==> src/rtl/if_id_register.sv <==
// Fetch-to-decode pipeline register with flush/stall control, masked source-register
// decode for the hazard unit, and stall/flush performance counters.
module if_id_register #(
  parameter int          XLEN      = 32,
  parameter int          CNT_WIDTH = 32,
  parameter logic [31:0] NOP_INSTR = 32'h00000013
) (
  input  logic                 clk,
  input  logic                 rst,
  input  logic [31:0]          instruction_IF,
  input  logic [XLEN-1:0]      PC_IF,
  input  logic [XLEN-1:0]      PCPlus4_IF,
  input  logic                 stall_ID,
  input  logic                 flush_ID,
  input  logic                 counterClear,
  output logic [31:0]          instruction_ID,
  output logic [XLEN-1:0]      PC_ID,
  output logic [XLEN-1:0]      PCPlus4_ID,
  output logic                 valid_ID,
  output logic [4:0]           readAddress1_ID,
  output logic [4:0]           readAddress2_ID,
  output logic [CNT_WIDTH-1:0] stallCount,
  output logic [CNT_WIDTH-1:0] flushCount
);

  localparam logic [6:0] OP_LUI    = 7'b0110111;
  localparam logic [6:0] OP_AUIPC  = 7'b0010111;
  localparam logic [6:0] OP_JAL    = 7'b1101111;
  localparam logic [6:0] OP_RTYPE  = 7'b0110011;
  localparam logic [6:0] OP_STORE  = 7'b0100011;
  localparam logic [6:0] OP_BRANCH = 7'b1100011;

  logic [6:0] opcode;

  // IF -> ID stage boundary: flush beats stall, stall holds everything
  always_ff @(posedge clk or posedge rst) begin
    if (rst) begin
      instruction_ID <= NOP_INSTR;
      PC_ID          <= '0;
      PCPlus4_ID     <= '0;
      valid_ID       <= 1'b0;
    end else if (flush_ID) begin
      instruction_ID <= NOP_INSTR;
      PC_ID          <= '0;
      PCPlus4_ID     <= '0;
      valid_ID       <= 1'b0;
    end else if (!stall_ID) begin
      instruction_ID <= instruction_IF;
      PC_ID          <= PC_IF;
      PCPlus4_ID     <= PCPlus4_IF;
      valid_ID       <= 1'b1;
    end
  end

  // A stall cycle that is also flushed counts only as a flush
  always_ff @(posedge clk or posedge rst) begin
    if (rst) begin
      stallCount <= '0;
      flushCount <= '0;
    end else if (counterClear) begin
      stallCount <= '0;
      flushCount <= '0;
    end else begin
      if (flush_ID) flushCount <= flushCount + CNT_WIDTH'(1);
      else if (stall_ID) stallCount <= stallCount + CNT_WIDTH'(1);
    end
  end

  // Decode from registered state only, so stall/flush never reach these outputs combinationally
  always_comb begin
    opcode          = instruction_ID[6:0];
    readAddress1_ID = 5'd0;
    readAddress2_ID = 5'd0;
    if (valid_ID) begin
      if (!(opcode == OP_LUI || opcode == OP_AUIPC || opcode == OP_JAL))
        readAddress1_ID = instruction_ID[19:15];
      if (opcode == OP_RTYPE || opcode == OP_STORE || opcode == OP_BRANCH)
        readAddress2_ID = instruction_ID[24:20];
    end
  end

endmodule

==> config.mk <==
export PLATFORM = sky130hd
export DESIGN_NAME = if_id_register
export DESIGN_NICKNAME = d
export VERILOG_FILES = /design/src/rtl/if_id_register.sv
export SDC_FILE = /design/constraint.sdc
export NUM_CORES = 1
export LEC_CHECK = 0
export ABC_AREA = 1
export CELL_PAD_IN_SITES_DETAIL_PLACEMENT = 1
export CELL_PAD_IN_SITES_GLOBAL_PLACEMENT = 1
export CORE_MARGIN = 8
export CORE_UTILIZATION = 35
export CTS_CLUSTER_SIZE = 24
export DETAILED_ROUTE_END_ITERATION = 12
export PLACE_DENSITY = 0.95
export SETUP_SLACK_MARGIN = 0.02
export SLEW_MARGIN = 10
export SYNTH_ARGS = -nofsm -noshare
export SYNTH_HDL_FRONTEND = slang
export SYNTH_SLANG_ARGS = --single-unit
==> constraint.sdc <==
create_clock -name clk -period 8.82 [get_ports clk]
set_input_delay 1.323 -clock clk [delete_from_list [all_inputs] [get_ports clk]]
set_output_delay 1.323 -clock clk [all_outputs]
set_load 0.05 [all_outputs]
==> results.md <==
STA:
- The final count of hold timing violations is 0.
- The worst pin sits at a relative slew slack of 0.3065.
- The peak clock frequency supported by timing is 0.2528 GHz.
- In the post-route analysis, the smallest setup slack over all paths is 4.865 ns.
- For the final routed database, the setup TNS stands at 0 ns.
- The worst path needs 3.955 ns of the cycle, external delays included.
- Setup violations remaining at the end of the flow were counted as 0.
- Setup repair after global routing left no endpoint under its margin.
- Dividing the final minimum period by the clock period gives 0.4485.
- For the pin with the worst max-slew slack, the measured transition is ~1.0 ns.
- The max-slew violation count is 0.
- The worst clock skew is 0.01173 ns.

Synthesis:
- For this run, asynchronously set or reset flops after synthesis account for 1.000.
- The number of storage elements in the synthesis netlist is 161.
- The cell area that synthesis handed to floorplanning was 7174 um^2.
- The share of the Yosys chip area taken by registers is 0.5621.
- The count of synthesis-stage warnings from yosys is 0.
- The number of enable flip-flop cells after synthesis is 0.
- The post-synthesis net count is around 900.
- Synthesis produced 794 cells.
- The number of distinct standard cells referenced by the synthesized netlist is 34.
- The post-synthesis area per instance is about 9 um^2.
- The main flop type after synthesis is dfrtp_1.

Job:
- The tool flagged a number of max-cap violations equal to 0.

Die:
- The floorplan step set the die width to 159.2 um.
- The I/O pin count is between 200 and 300.
- In this run the standard cell core region covers approximately 20000 um^2.
- The floorplan has 52 rows.
- The die footprint is between 20000 and 30000 um^2.
- The floorplan step set the die height to 159.2 um.
- The initial core utilization is 0.3557.

Clock tree:
- Once the clock tree was built, the resizer swapped 0 gates to a different size.
- The clock-pin slew reported for the worst setup and hold paths after clock tree synthesis is 0.08 ns.
- The cell sitting at the root of the clock tree is a clkbuf_16.
- The number of clock sinks is 161.
- The H-tree depth is 4.
- The number of setup buffers added after CTS is 0.
- The number of buffers inserted by hold repair at cts is 0.
- TritonCTS created 17 clock buffers.
- Clock latency on the worst-skew pair, taken at its later pin, is ~0.42 ns.
- The number of buffers between clock root and the deepest sink is 2.
- The CTS tree is yes.

Critical path:
- For flop-to-flop paths, the worst setup slack is between 6 and 7 ns.
- The slowest stage of the critical path belongs to the cell clkdlybuf4s50_1.
- The critical path in this run is classified as flip-flop to output port.
- STA puts the critical path data arrival time at roughly 2.6 ns.
- The number of cells on the worst reg-to-reg path is 8.
- The largest single stage delay on the critical path is 0.85 ns.
- The maximum net fanout on the critical path is 5.
- The number of gates on the worst path with buffers counted is 5.
- The kind of cell adding the most delay to the critical path is buffers and inverters.
- STA classifies the critical path endpoint as an output port.
- The sort of element at the start of the critical path is a flip-flop.
- Together, buffers and inverters on the worst path number 1.
- The terminus of the critical flop-to-flop path is flushCount[28].
- The endpoint required time on the critical path is 7.50 ns.
- The launch instance of the worst register-to-register path is flushCount[0].
- Walking the worst path, the cells encountered are nand2_1, nor3_1, o2111ai_1, nor2_1, clkdlybuf4s50_1.

Layout:
- In the layout the commonest cells are clkdlybuf4s50_1 (271), dfrtp_1 (158), nand2_1 (156), nor2_1 (132), a22o_1 (81).
- In the final layout, the share of cells above drive strength 1 is 0.05037.
- After the last flow step, the layout net total stands at 1162.
- The multi-input gate area in the final layout is around 2800 um^2.
- The library cell used most frequently in the layout, excluding fill and tap cells, is clkdlybuf4s50_1.
- The synthesis-to-layout area growth is 49.27%.
- The total inserted antenna cells is 0.
- Summing all flip-flop and latch instances after layout gives 4033 um^2.
- The filler cell count is about 2300.

GRT:
- For met3 alone, demand over resource in global routing was 0.05352.
- The first global-routing pass estimated about 45 mm of wire.
- The initial antenna violation count is 0.
- For this run, global-route usage on met2 was measured as 0.3819.
- Entering global routing, the biggest net connects between 90 and 100 pins.
- The fraction of met1 tracks used by global routing is 0.2619.
- The total congestion overflow is 0.
- Across every metal layer, demand over resource in global routing totals 0.2211.
- The number of global-route vias before repair is 7639.
- After global routing, the most crowded layer is met2.

Routing:
- The routed wire length per instance is 20.85 um.
- The total number of vias is 6923.
- The via density per instance is 5.159.
- For this run, design rule violations remaining after detail routing come to 0.
- Once detail routing completed, the nets flagged for antenna violations numbered 0.
- The routed design has 27.98 mm of wire.
- In this run, the number of DRC markers left after iteration 0 of detailed routing was 363.
- The total iterations of the first detailed-routing run is 5.

Hold path:
- The startpoint identified for the worst hold timing path is instruction_ID[13].
- Along the worst hold path, the cell count comes to 1.
- The path with the worst hold slack has its endpoint at instruction_ID[13].
- The worst hold path belongs to the class flip-flop to flip-flop.

Status:
- The run finished with clean final reports.

Power:
- The worst voltage drop across the vdd grid is 0.1288 mV.
- For this design the ratio of total power to cell area is ~170 nW/um^2.
- The analysis attributes to cell leakage a power of 4.514 nW.

Placement:
- The pre-CTS setup slack is approximately 4.5 ns.
- The number of buffer cells added on primary ports is 271.
- Summed over all nets, the half-perimeter wirelength after detailed placement is 20.96 mm.
- The congestion estimate from routability-driven global placement came to slightly above 0.8.
[flip-flops by register name, summed over array words and instances, names as in the netlist]
register / count
instruction_ID: 32
valid_ID: 1
flushCount: 32
stallCount: 32
PC_ID: 32
PCPlus4_ID: 32
[cells in the mapped netlist (all sizes together), types with 2 or more instances]
| library cell | instances | area share |
|---|---|---|
| a21oi | 52 | 0.036 |
| clkbuf | 10 | 0.0052 |
| a22o | 81 | 0.099 |
| dfrtp | 158 | 0.55 |
| o21ai | 36 | 0.025 |
| nand2 | 158 | 0.083 |
| nor3 | 4 | 0.0035 |
| nand3 | 48 | 0.033 |
| nand4 | 4 | 0.0035 |
| buf | 18 | 0.014 |
| dfstp | 3 | 0.011 |
| o22a | 2 | 0.0024 |
| nand3b | 2 | 0.0021 |
| inv | 65 | 0.034 |
| nor2 | 142 | 0.083 |
| ha | 2 | 0.0035 |
[area by class of cell]
class	instances	area share
clock buffer	17	0.03972
clock inverter	15	0.01519
inverter	65	0.02348
multi-input combinational	540	0.2581
sequential	161	0.3766
tap	270	0.03155
timing repair buffer	274	0.2554
[kinds of logic after synthesis]
kind of cell / share of synthesized area
and+or+nand+nor: 0.2115
DFF: 0.5621
AOI/OAI and AO/OA: 0.1679
xor gates and xnor gates: 0.001221
adders and majority gates: 0.003487
buffers and inverters: 0.05372
[worst max-delay path by stage]
stage / from / to / slack, ns
2_1_floorplan: rst / PCPlus4_ID[0] / 3.15
3_3_place_gp: flush_ID / stallCount[18] / 4.77
3_5_place_dp: flush_ID / stallCount[18] / 4.51
4_1_cts: instruction_ID[1] / readAddress2_ID[2] / 4.82
5_1_grt: flush_ID / stallCount[18] / 4.64
6_report: instruction_ID[1] / readAddress2_ID[2] / 4.86
[report_power, final]
group / switching, mW / internal (mW) / leakage (nW) / total, mW
Combinational: 0.176 / 0.107 / 2.05 / 0.284
Clock: 0.361 / 0.381 / 0.290 / 0.742
Sequential: 0.0201 / 0.765 / 2.17 / 0.785
Total: 0.557 / 1.25 / 4.51 / 1.81
[per-layer routing]
layer | part of all wire | vias up | wire, um
met5 | 0 | - | 0
met4 | 0.031 | 0 | 874
met3 | 0.054 | 45 | 1514
met2 | 0.51 | 227 | 14160
met1 | 0.41 | 3460 | 11430
li1 | - | 3191 | -
[worst reg2reg max path, delay by kind of cell, from the launching register on]
kind | cells | cell delay (ns)
AND/OR/NAND/NOR | 7 | 1.08
flip-flops | 1 | 0.42
adder cells (fa/ha/maj) | 1 | 0.26
[stage by stage]
| step | utilization | instances | power, mW | instance area, um^2 | hold slack (ns) |
|---|---|---|---|---|---|
| floorplan | - | 794 | 0.9522 | 7174 | 0.6167 |
| global route | 0.5310 | 1342 | 1.866 | 10710 | 0.5210 |
| finish | 0.5310 | 1342 | 1.811 | 10710 | 0.4991 |
| global placement | 0.5018 | 1310 | 1.074 | 10120 | 0.4810 |
| CTS | 0.5310 | 1342 | 1.831 | 10710 | 0.5057 |
| detailed placement | 0.5018 | 1310 | 1.085 | 10120 | 0.4808 |
Power figures use the tool's default switching activity.
